<file path="src/rtl/imem_loader.sv">
// Byte-stream to instruction-word loader feeding the imem write port (MSB-first, word addresses from 0).
// Optional inter-byte timeout is compiled in when LOADER_TIMEOUT_EN is defined.
module imem_loader #(
    parameter int                 NB_DATA        = 32,
    parameter int                 NB_BYTE        = 8,
    parameter int                 NB_ADDR        = 32,
    parameter int                 MEM_DEPTH      = 128,
    parameter logic [NB_DATA-1:0] HALT_WORD      = {NB_DATA{1'b1}},
    parameter int                 TIMEOUT_CYCLES = 100000
) (
    input  logic               i_clk,
    input  logic               i_reset,
    input  logic               i_start,
    input  logic               i_rx_valid,
    input  logic [NB_BYTE-1:0] i_rx_data,
    output logic               o_en_write,
    output logic [NB_ADDR-1:0] o_addr,
    output logic [NB_DATA-1:0] o_data,
    output logic               o_busy,
    output logic               o_done,
    output logic               o_overflow,
    output logic [NB_ADDR-1:0] o_word_count
);

    localparam logic [NB_ADDR-1:0] LAST_ADDR = NB_ADDR'(MEM_DEPTH - 1);

    if (NB_DATA != 4 * NB_BYTE || MEM_DEPTH < 1 || TIMEOUT_CYCLES < 1) begin : g_bad_cfg
        $error("imem_loader: invalid parameter set");
    end

    typedef enum logic [2:0] {
        IDLE,
        RECV,
        WRITE,
        DONE,
        ERR
    } state_t;

    state_t                     state;
    state_t                     state_next;
    logic [1:0]                 byte_cnt;
    logic [NB_DATA-NB_BYTE-1:0] shift_reg;
    logic                       timeout;
    logic                       byte_accept;

    // Bytes are taken in RECV and also during the single WRITE cycle, so back-to-back strobes lose nothing.
    assign byte_accept = i_rx_valid && (state == RECV || state == WRITE);

`ifdef LOADER_TIMEOUT_EN
    localparam int TMO_W = $clog2(TIMEOUT_CYCLES + 1);
    logic [TMO_W-1:0] tmo_cnt;

    assign timeout = (state == RECV) && (byte_cnt != 2'd0) && !i_rx_valid &&
                     (tmo_cnt == TMO_W'(TIMEOUT_CYCLES));

    always_ff @(posedge i_clk or posedge i_reset) begin
        if (i_reset) begin
            tmo_cnt <= '0;
        end else if (state != RECV || byte_cnt == 2'd0 || i_rx_valid) begin
            tmo_cnt <= '0;
        end else if (tmo_cnt != TMO_W'(TIMEOUT_CYCLES)) begin
            tmo_cnt <= tmo_cnt + TMO_W'(1);
        end
    end
`else
    assign timeout = 1'b0;
`endif

    always_ff @(posedge i_clk or posedge i_reset) begin
        if (i_reset) begin
            state <= IDLE;
        end else begin
            state <= state_next;
        end
    end

    always_comb begin
        state_next = state;
        case (state)
            IDLE, DONE, ERR: begin
                if (i_start) begin
                    state_next = RECV;
                end
            end
            RECV: begin
                if (timeout) begin
                    state_next = ERR;
                end else if (i_rx_valid && byte_cnt == 2'd3) begin
                    state_next = WRITE;
                end
            end
            WRITE: begin
                if (o_data == HALT_WORD) begin
                    state_next = DONE;
                end else if (o_addr == LAST_ADDR) begin
                    state_next = ERR;
                end else begin
                    state_next = RECV;
                end
            end
            default: state_next = IDLE;
        endcase
    end

    // Partial-word bytes; no reset needed since byte_cnt qualifies their use.
    always_ff @(posedge i_clk) begin
        if (byte_accept) begin
            shift_reg <= {shift_reg[NB_DATA-2*NB_BYTE-1:0], i_rx_data};
        end
    end

    always_ff @(posedge i_clk or posedge i_reset) begin
        if (i_reset) begin
            byte_cnt     <= 2'd0;
            o_en_write   <= 1'b0;
            o_addr       <= '0;
            o_data       <= '0;
            o_busy       <= 1'b0;
            o_done       <= 1'b0;
            o_overflow   <= 1'b0;
            o_word_count <= '0;
        end else begin
            o_en_write <= (state_next == WRITE);
            o_busy     <= (state_next == RECV) || (state_next == WRITE);
            o_done     <= (state_next == DONE);
            o_overflow <= (state_next == ERR);
            case (state)
                IDLE, DONE, ERR: begin
                    if (i_start) begin
                        o_addr       <= '0;
                        o_word_count <= '0;
                        byte_cnt     <= 2'd0;
                    end
                end
                RECV: begin
                    if (timeout) begin
                        byte_cnt <= 2'd0;
                    end else if (i_rx_valid) begin
                        if (byte_cnt == 2'd3) begin
                            o_data   <= {shift_reg, i_rx_data};
                            byte_cnt <= 2'd0;
                        end else begin
                            byte_cnt <= byte_cnt + 2'd1;
                        end
                    end
                end
                WRITE: begin
                    o_word_count <= o_word_count + NB_ADDR'(1);
                    if (o_data != HALT_WORD && o_addr != LAST_ADDR) begin
                        o_addr <= o_addr + NB_ADDR'(1);
                    end
                    if (i_rx_valid) begin
                        byte_cnt <= 2'd1;
                    end
                end
                default: byte_cnt <= 2'd0;
            endcase
        end
    end

endmodule
</file>
<file path="config.mk">
export PLATFORM = sky130hd
export DESIGN_NAME = imem_loader
export DESIGN_NICKNAME = d
export VERILOG_FILES = /design/src/rtl/imem_loader.sv
export SDC_FILE = /design/constraint.sdc
export NUM_CORES = 1
export LEC_CHECK = 0
export ABC_CLOCK_PERIOD_IN_PS = 4000
export CAP_MARGIN = 20
export CORE_MARGIN = 10
export CORE_UTILIZATION = 25
export CTS_CLUSTER_DIAMETER = 80
export DETAILED_ROUTE_END_ITERATION = 16
export PLACE_DENSITY_LB_ADDON = 0.25
export SYNTH_ARGS = -nofsm -noshare
export SYNTH_HDL_FRONTEND = slang
export SYNTH_SLANG_ARGS = --single-unit
export TNS_END_PERCENT = 5
</file>
<file path="constraint.sdc">
create_clock -name i_clk -period 4 [get_ports i_clk]
set_input_delay 1 -clock i_clk [delete_from_list [all_inputs] [get_ports i_clk]]
set_output_delay 1 -clock i_clk [all_outputs]
set_load 0.05 [all_outputs]
</file>
== After elaboration in Yosys (flattened, before gate mapping) ==
Index checks and enable logic that the tools add are counted.
Word-level totals
  word-level logic and storage cells: 56
  bits in registers: 129
Cells by class
  add/sub/neg operators: 3
  equal/unequal tests: 17
  reductions and logical operators: 12
  multiplexer cells: 14
Operator list (number)
  32-bit case mux with 2 select lines: 2
  32-bit by 1-bit adder with 32-bit output (second input constant): 2
  32-bit 2-to-1 mux: 2
  32-bit == test (second input constant): 1
  32-bit by 7-bit == test with 1-bit output (second input constant): 1
  32-bit != test (second input constant): 1
  32-bit by 7-bit != test with 1-bit output (second input constant): 1
  3-bit by 2-bit == test with 1-bit output (second input constant): 4
  3-bit 2-to-1 mux: 4
  3-bit case mux with 3 select lines: 1
  3-bit AND reduction: 3
  2-bit 2-to-1 mux: 4
  3-bit by 1-bit == test with 1-bit output (second input constant): 2
  3-bit == test (second input constant): 2
  2-bit != test (second input constant): 3
  2-bit case mux with 3 select lines: 1
  1-bit logical AND: 3
  3-bit zero test: 1
  3-bit OR reduction: 1
  2-bit by 1-bit adder with 2-bit output (second input constant): 1
  2-bit == test (second input constant): 1
  1-bit logical OR: 2
  2-bit by 1-bit != test with 1-bit output (second input constant): 1
  2-bit AND reduction: 1
  2-bit nonzero test: 1

== Logic depth before layout (Yosys ltp) ==
Gate-level depths: netlist of the first run.
  depth in word-level cells: 6
  mapped depth: 9

== Least setup slack after synthesis of the first run ==
OpenSTA, ideal clock, no wires.
  path kind: input to register
  start: input i_rx_valid
  end: register shift_reg[0], enable pin
  data arrival time: 2805 ps
  cell stages on the path: 1
  data required time: 3560 ps
  slack: 755 ps
  library setup time: 440 ps
  cell sequence: nor3b_1
Between the ends
  longest elaborated chain between the ends: 1
Ends and longest elaborated chain
  start: declaration: line 14  | input logic i_rx_valid,
  1-bit logical AND: line 47  | assign byte_accept = i_rx_valid && (state == RECV || state == WRITE);
  end signal: assignment: line 108  | shift_reg <= {shift_reg[NB_DATA-2*NB_BYTE-1:0], i_rx_data};
  end: declaration: line 42  | logic [NB_DATA-NB_BYTE-1:0] shift_reg;
Every way passes these cells.
A chain may end at the register's enable or synchronous reset.

== Final worst setup path of the first run ==
  start: register o_addr[0]
  end: register o_addr[16]
Between the ends
  longest elaborated chain between the ends: 4
  elaborated cells on any way between the ends: 7
  classes of those cells: 1 x add/sub; 2 x eq/ne; 2 x mux; 2 x reduce/logical
Ends and longest elaborated chain
  start: declaration: line 17  | output logic [NB_ADDR-1:0] o_addr,
  start signal: assignment: line 150  | o_addr <= o_addr + NB_ADDR'(1);
  parallel branches: the longest is 4 deep, another holds 32-bit by 1-bit adder with 32-bit output
Several ways; the timed one is not identified. The select of a mux whose other input is x is not followed.

==> results of run 1 <==
metrics by stage:
step | cells | util [%] | area [sq um]
detailed placement | 891 | 31.9 | 7190
finish | 924 | 34.4 | 7760
global placement | 891 | 31.9 | 7190
CTS | 923 | 34.3 | 7740
global route | 924 | 34.4 | 7760
floorplan | 505 | - | 5730
kinds of logic after synthesis:
kind of cell	share of synthesized area [%]
AND/OR/NAND/NOR	18.7
flip-flops	58.4
AO/OA/AOI/OAI	9.26
multiplexers	8.21
buffers and inverters	2.12
XOR/XNOR	2.60
adder cells (fa/ha/maj)	0.655
layer usage:
layer / vias to the layer above / track usage [%]
met5: - / 0
met4: 0 / 3.89
met3: 12 / 3.16
met2: 91 / 19.0
met1: 2219 / 13.1
li1: 2117 / -
cells in the mapped netlist, drive strengths merged (2+ instances only):
master | number | area [sq um]
xor2 | 12 | 105
mux2 | 32 | 360
or3 | 11 | 68.8
buf | 9 | 53.8
ha | 3 | 37.5
and4 | 5 | 43.8
o21ai | 37 | 185
o31ai | 10 | 75.1
nor2 | 31 | 119
nor3b | 3 | 22.5
and3 | 8 | 50.1
or2 | 3 | 18.8
and2 | 3 | 18.8
a21o | 2 | 15.0
nor3 | 5 | 30.0
clkbuf | 10 | 37.5
o21a | 2 | 15.0
nand3 | 40 | 200
o41ai | 2 | 17.5
dfrtp | 105 | 2630
nor4 | 8 | 65.1
or4 | 5 | 37.5
mux2i | 11 | 110
nor2b | 3 | 18.8
nand4 | 29 | 188
o211ai | 8 | 60.1
nand2b | 3 | 18.8
a21oi | 17 | 85.1
xnor2 | 5 | 43.8
edfxtp | 24 | 721
nand2 | 43 | 164
inv | 8 | 30.0
path summary, 6_finish.rpt:
kind | from | endpoint | slack (ps) | cells past startpoint
hold reg to reg | shift_reg[13] | shift_reg[21] | 440 | 0
max in group asynchronous | i_reset | o_done | 2080 | 3
setup / recovery | o_addr[0] | o_addr[16] | 1050 | 7
hold / removal | shift_reg[13] | shift_reg[21] | 440 | 0
setup reg to reg | o_addr[0] | o_addr[16] | 1050 | 7
min in group asynchronous | i_reset | o_addr[23] | 1030 | 2
power groups by stage:
stage	clock network [W]	logic (W)	registers, W
6_report	0.00148	0.00150	0.00185
5_1_grt	0.00158	0.00158	0.00189
4_1_cts	0.00151	0.00152	0.00186
3_5_place_dp	0	0.00152	0.00188
3_3_place_gp	0	0.00150	0.00186
2_1_floorplan	0	0.000393	0.00242
critical path, delay by kind of cell, from the launching register on:
| family | cells | cell delay [ps] |
|---|---|---|
| compound gates | 1 | 160 |
| fa+ha+maj | 1 | 230 |
| flops | 1 | 430 |
| simple gates | 5 | 2050 |
final cells by class:
| cell class | instances | share of cell area [%] |
|---|---|---|
| well taps | 285 | 4.60 |
| clock buffers | 21 | 5.68 |
| flip-flops and latches | 129 | 43.2 |
| inverters | 8 | 0.419 |
| multi-input cells | 349 | 29.3 |
| clock inverters | 11 | 1.48 |
| repair buffers | 121 | 15.3 |
==> results_dict.tcl, run 1 <==
set metrics [dict create \
    setup_viol 0 \
    dr_wl_met2_um 8200 \
    ys_warn_count 0 \
    gr-total-overflow 0 \
    grt_pass1_vias 4588 \
    wl_met3_um 809 \
    n_antenna_cell 0 \
    hold-worst-slack_ps 442 \
    timing.max_slew.rel_slack_pct 50.2 \
    drt-initial-drc-count 205 \
    outcome "completed" \
    tightest_slew_ps 744 \
    fin_crit_ps 2950 \
    static-leakage-power_nw 3.04 \
    critPathKind "register to register" \
    internal-power_w 0.00306 \
    io_buffers 111 \
    power.total_w 0.00483 \
    swShare_pct 36.6 \
    pin_count 112 \
    p_seq_share_pct 38.3 \
    nNetsFinal 641 \
    hpwlAfterDp_um 11500 \
    skew_ps 8.22 \
    antenna_found_initial 0 \
    cts_root_buf "clkbuf_16" \
    cts_setup_buffers 0 \
    synthesis.area_sq_mm 0.00573 \
    ys_ff_latch 129 \
    grt_usage_pct 11.1 \
    p_switching_w 0.00177 \
    drt_pass1_iterations 4 \
    grt_pass1_wl_um 25800 \
    core_area_sq_mm 0.0226 \
    rows 55 \
    cts_tree "yes" \
    fmax_mhz 338 \
    maxCapViolations 0 \
    die_h_um 171 \
    vdd_drop_max_mv 0.319 \
    path_cells "ha_1 > and3_1 > nor2b_1 > nand4_2 > nand4_1 > or4_1 > a21oi_1" \
    synth_nets 520 \
    synth_async_sr_flop_share_pct 81.4 \
    layout_common_cells "clkdlybuf4s50_1, dfrtp_1, nand2_1" \
    cts-htree-levels 4 \
    yosysUniqueCellTypes 49 \
    die_area_sq_mm 0.0294 \
    synthFlopType "dfrtp_1" \
    cts_buffers 17 \
    slowest_stage "or4_1" \
    largest_registers "o_addr (32), o_data (32), o_word_count (32)" \
    end_kind "register" \
    setup_tns_ps 0 \
    hold_buffers 0 \
    ff_latch_area_sq_mm 0.00335 \
    min_period_over_period_pct 73.9 \
    cp-start-kind "register" \
    hp-class "register to register" \
    fillers 2269 \
    worstPathArrival_ps 3290 \
    synthCells 505 \
    cts-resized-gates 0 \
    routabilityCongestion 0.797 \
    crit_path_max_fanout 20 \
    clock-sinks 129 \
    area_growth_pct 35.4 \
    pwr-share-clk_pct 30.6 \
    synth_edf_count 24 \
    cp_slowest_stage_delay_ps 730 \
    multi_input_area_sq_mm 0.00227 \
    grt_max_degree 47 \
    via_per_inst 4.80 \
    route.vias.total 4439 \
    worstPathRequired_ps 4330 \
    finalHoldViolCount 0 \
    combPwrFrac_pct 31.1 \
    synth-seq-area-share_pct 58.4 \
    avgSynthCellArea_sq_um 11.3 \
    top_layer "met4" \
    routed_wl_um 16000 \
    fin_ws_ps 1050 \
    clk_path_buf_depth 2 \
    dp_slack_ps 1130 \
    clock_latency_ps 410 \
    drc 0 \
    initial_core_util_pct 25.4 \
    die_w_um 171 \
    ant_nets 0 \
    power_per_cell_area_mw_per_mm2 622 \
    drive_gt1_share_pct 12.8 \
    slew_viol_final 0 \
    wire_per_inst_um 17.3 \
    layout_commonest_cell "clkdlybuf4s50_1" \
    met1Wirelength_um 6760 \
    rsz0062_at_grt "false" \
    path_clk_slew_ps 60 \
]
Note: power is estimated with default switching activity, not from simulation.
==> run 2: changes to the inputs <==
ABC_CLOCK_PERIOD_IN_PS = 2900   (was 4000)
clock period = 2.9 ns   (was 4 ns; I/O delays follow)
==> run 2 against run 1 <==
Effect of this change:
- critical path depth down 6
- sequential power up 37%
- sequential share of layout area down 0.52 points
- critical endpoint is now o_addr[7]
- die area unchanged
- final cell count up 0.43%
- routed wire length about the same
- global-route usage about the same
- non-clock buffer count up 4
- highest routed layer unchanged
- final area up 1.2%
==> results_dict.tcl, run 2 (same netlist as run 1, synthesis figures left out) <==
set metrics [dict create \
    cp_top_family "buffers and inverters" \
    path_cells "clkdlybuf4s50_1" \
    drc 0 \
    skew_ps 6.93 \
    rows 55 \
    routed_wl_um 16000 \
    largest_registers "o_addr (32), o_data (32), o_word_count (32)" \
    cp_slowest_stage_delay_ps 880 \
    worstPathArrival_ps 1810 \
    hold_path_depth 0 \
    fillers 2260 \
    cts_root_buf "clkbuf_16" \
    vdd_drop_max_mv 0.395 \
    grt_max_degree 106 \
    cts_setup_buffers 0 \
    grt_pass1_wl_um 25500 \
    crit_path_max_fanout 8 \
    min_period_over_period_pct 87.4 \
    cp_num_cells 1 \
    final_area_sq_mm 0.00785 \
    drt_pass1_iterations 4 \
    cts-htree-levels 4 \
    setup_tns_ps 0 \
    drt-initial-drc-count 295 \
    cp-start-kind "register" \
    end_kind "output pin" \
    nNetsFinal 645 \
    swShare_pct 37.8 \
    via_per_inst 4.82 \
    timing.max_slew.rel_slack_pct 38.1 \
    place_inst 896 \
    area_growth_pct 37.0 \
    hp-class "register to register" \
    finalHoldViolCount 0 \
    rsz0062_at_grt "false" \
    power_per_cell_area_mw_per_mm2 864 \
    p_switching_w 0.00257 \
    routabilityCongestion 0.821 \
    static-leakage-power_nw 3.09 \
    route.vias.total 4475 \
    p_seq_share_pct 37.4 \
    internal-power_w 0.00422 \
    setup_viol 0 \
    drive_gt1_share_pct 14.2 \
    combPwrFrac_pct 30.7 \
    critPathKind "register to output pin" \
    worstPathRequired_ps 2170 \
    cts-resized-gates 0 \
    ff2ff_path_depth 7 \
    maxCapViolations 0 \
    clk_path_buf_depth 2 \
    pwr-share-clk_pct 31.9 \
    hpwlAfterDp_um 11400 \
    layout_commonest_cell "clkdlybuf4s50_1" \
    initial_core_util_pct 25.4 \
    pin_count 112 \
    layout_common_cells "clkdlybuf4s50_1, dfrtp_1, nand2_1" \
    gr-total-overflow 0 \
    n_antenna_cell 0 \
    power.total_w 0.00679 \
    outcome "completed" \
    die_w_um 171 \
    fmax_mhz 394 \
    fin_cells 928 \
    io_buffers 111 \
    tightest_slew_ps 928 \
    core_area_sq_mm 0.0226 \
    die_area_sq_mm 0.0294 \
    cts_buffers 17 \
    ff_latch_area_sq_mm 0.00335 \
    cts_tree "yes" \
    final_util_pct 34.8 \
    r2r_slack_ps 510 \
    multi_input_area_sq_mm 0.00227 \
    antenna_found_initial 0 \
    fin_crit_ps 2540 \
    slowest_stage "clkdlybuf4s50_1" \
    clock-sinks 129 \
    grt_pass1_vias 4567 \
    crit_buf_inv 1 \
    placed_area_sq_mm 0.00725 \
    hold_buffers 0 \
    slew_viol_final 0 \
    die_h_um 171 \
    ant_nets 0 \
    path_clk_slew_ps 60 \
    clock_latency_ps 420 \
    wire_per_inst_um 17.2 \
    grt_usage_pct 11.1 \
]
## run 2: cell count changes in the layout (fill, tap and decap cells not counted), sizes merged
cell / before / now
buf: 10 / 14
bufinv: 2 / 1
clkinvlp: 3 / 1
clkinv: 6 / 3
inv: 8 / 17
clkbuf: 21 / 18
## run 2: cell type report
cell class              count  area share [%]
flip-flops and latches    129            42.6
multi-input cells         349            29.0
repair buffers            125            15.8
clock buffers              18            5.59
well taps                 285            4.54
clock inverters            14            2.02
inverters                   8           0.430
## run 2: final timing paths
kind	start	endpoint
min reg2reg	shift_reg[0]	shift_reg[8]
max reg2reg	state[1]	o_word_count[26]
max in group asynchronous	i_reset	o_addr[11]
max	o_addr[7]	o_addr[7]
min	shift_reg[0]	shift_reg[8]
min in group asynchronous	i_reset	o_data[24]
## run 2: through the flow
stage	worst slack [ps]	hold slack [ps]
6_report	364	448
5_1_grt	314	462
4_1_cts	329	445
3_5_place_dp	524	430
3_3_place_gp	577	436
2_1_floorplan	-83.8	420
## run 2: power by group through the flow
stage          combinational [W]  clock, W  sequential, W
6_report                 0.00209   0.00216        0.00254
5_1_grt                  0.00219   0.00230        0.00260
4_1_cts                  0.00211   0.00222        0.00255
3_5_place_dp             0.00211         0        0.00258
3_3_place_gp             0.00209         0        0.00256
2_1_floorplan           0.000543         0        0.00334
## run 2: metal layers
| layer | wire length, um | part of all wire (%) | track usage [%] | vias to the layer above |
|---|---|---|---|---|
| met5 | 0 | 0 | 0 | - |
| met4 | 230 | 1.4 | 4.12 | 0 |
| met3 | 845 | 5.3 | 3.39 | 14 |
| met2 | 8050 | 50 | 18.5 | 95 |
| met1 | 6860 | 43 | 13.2 | 2232 |
| li1 | - | - | - | 2134 |
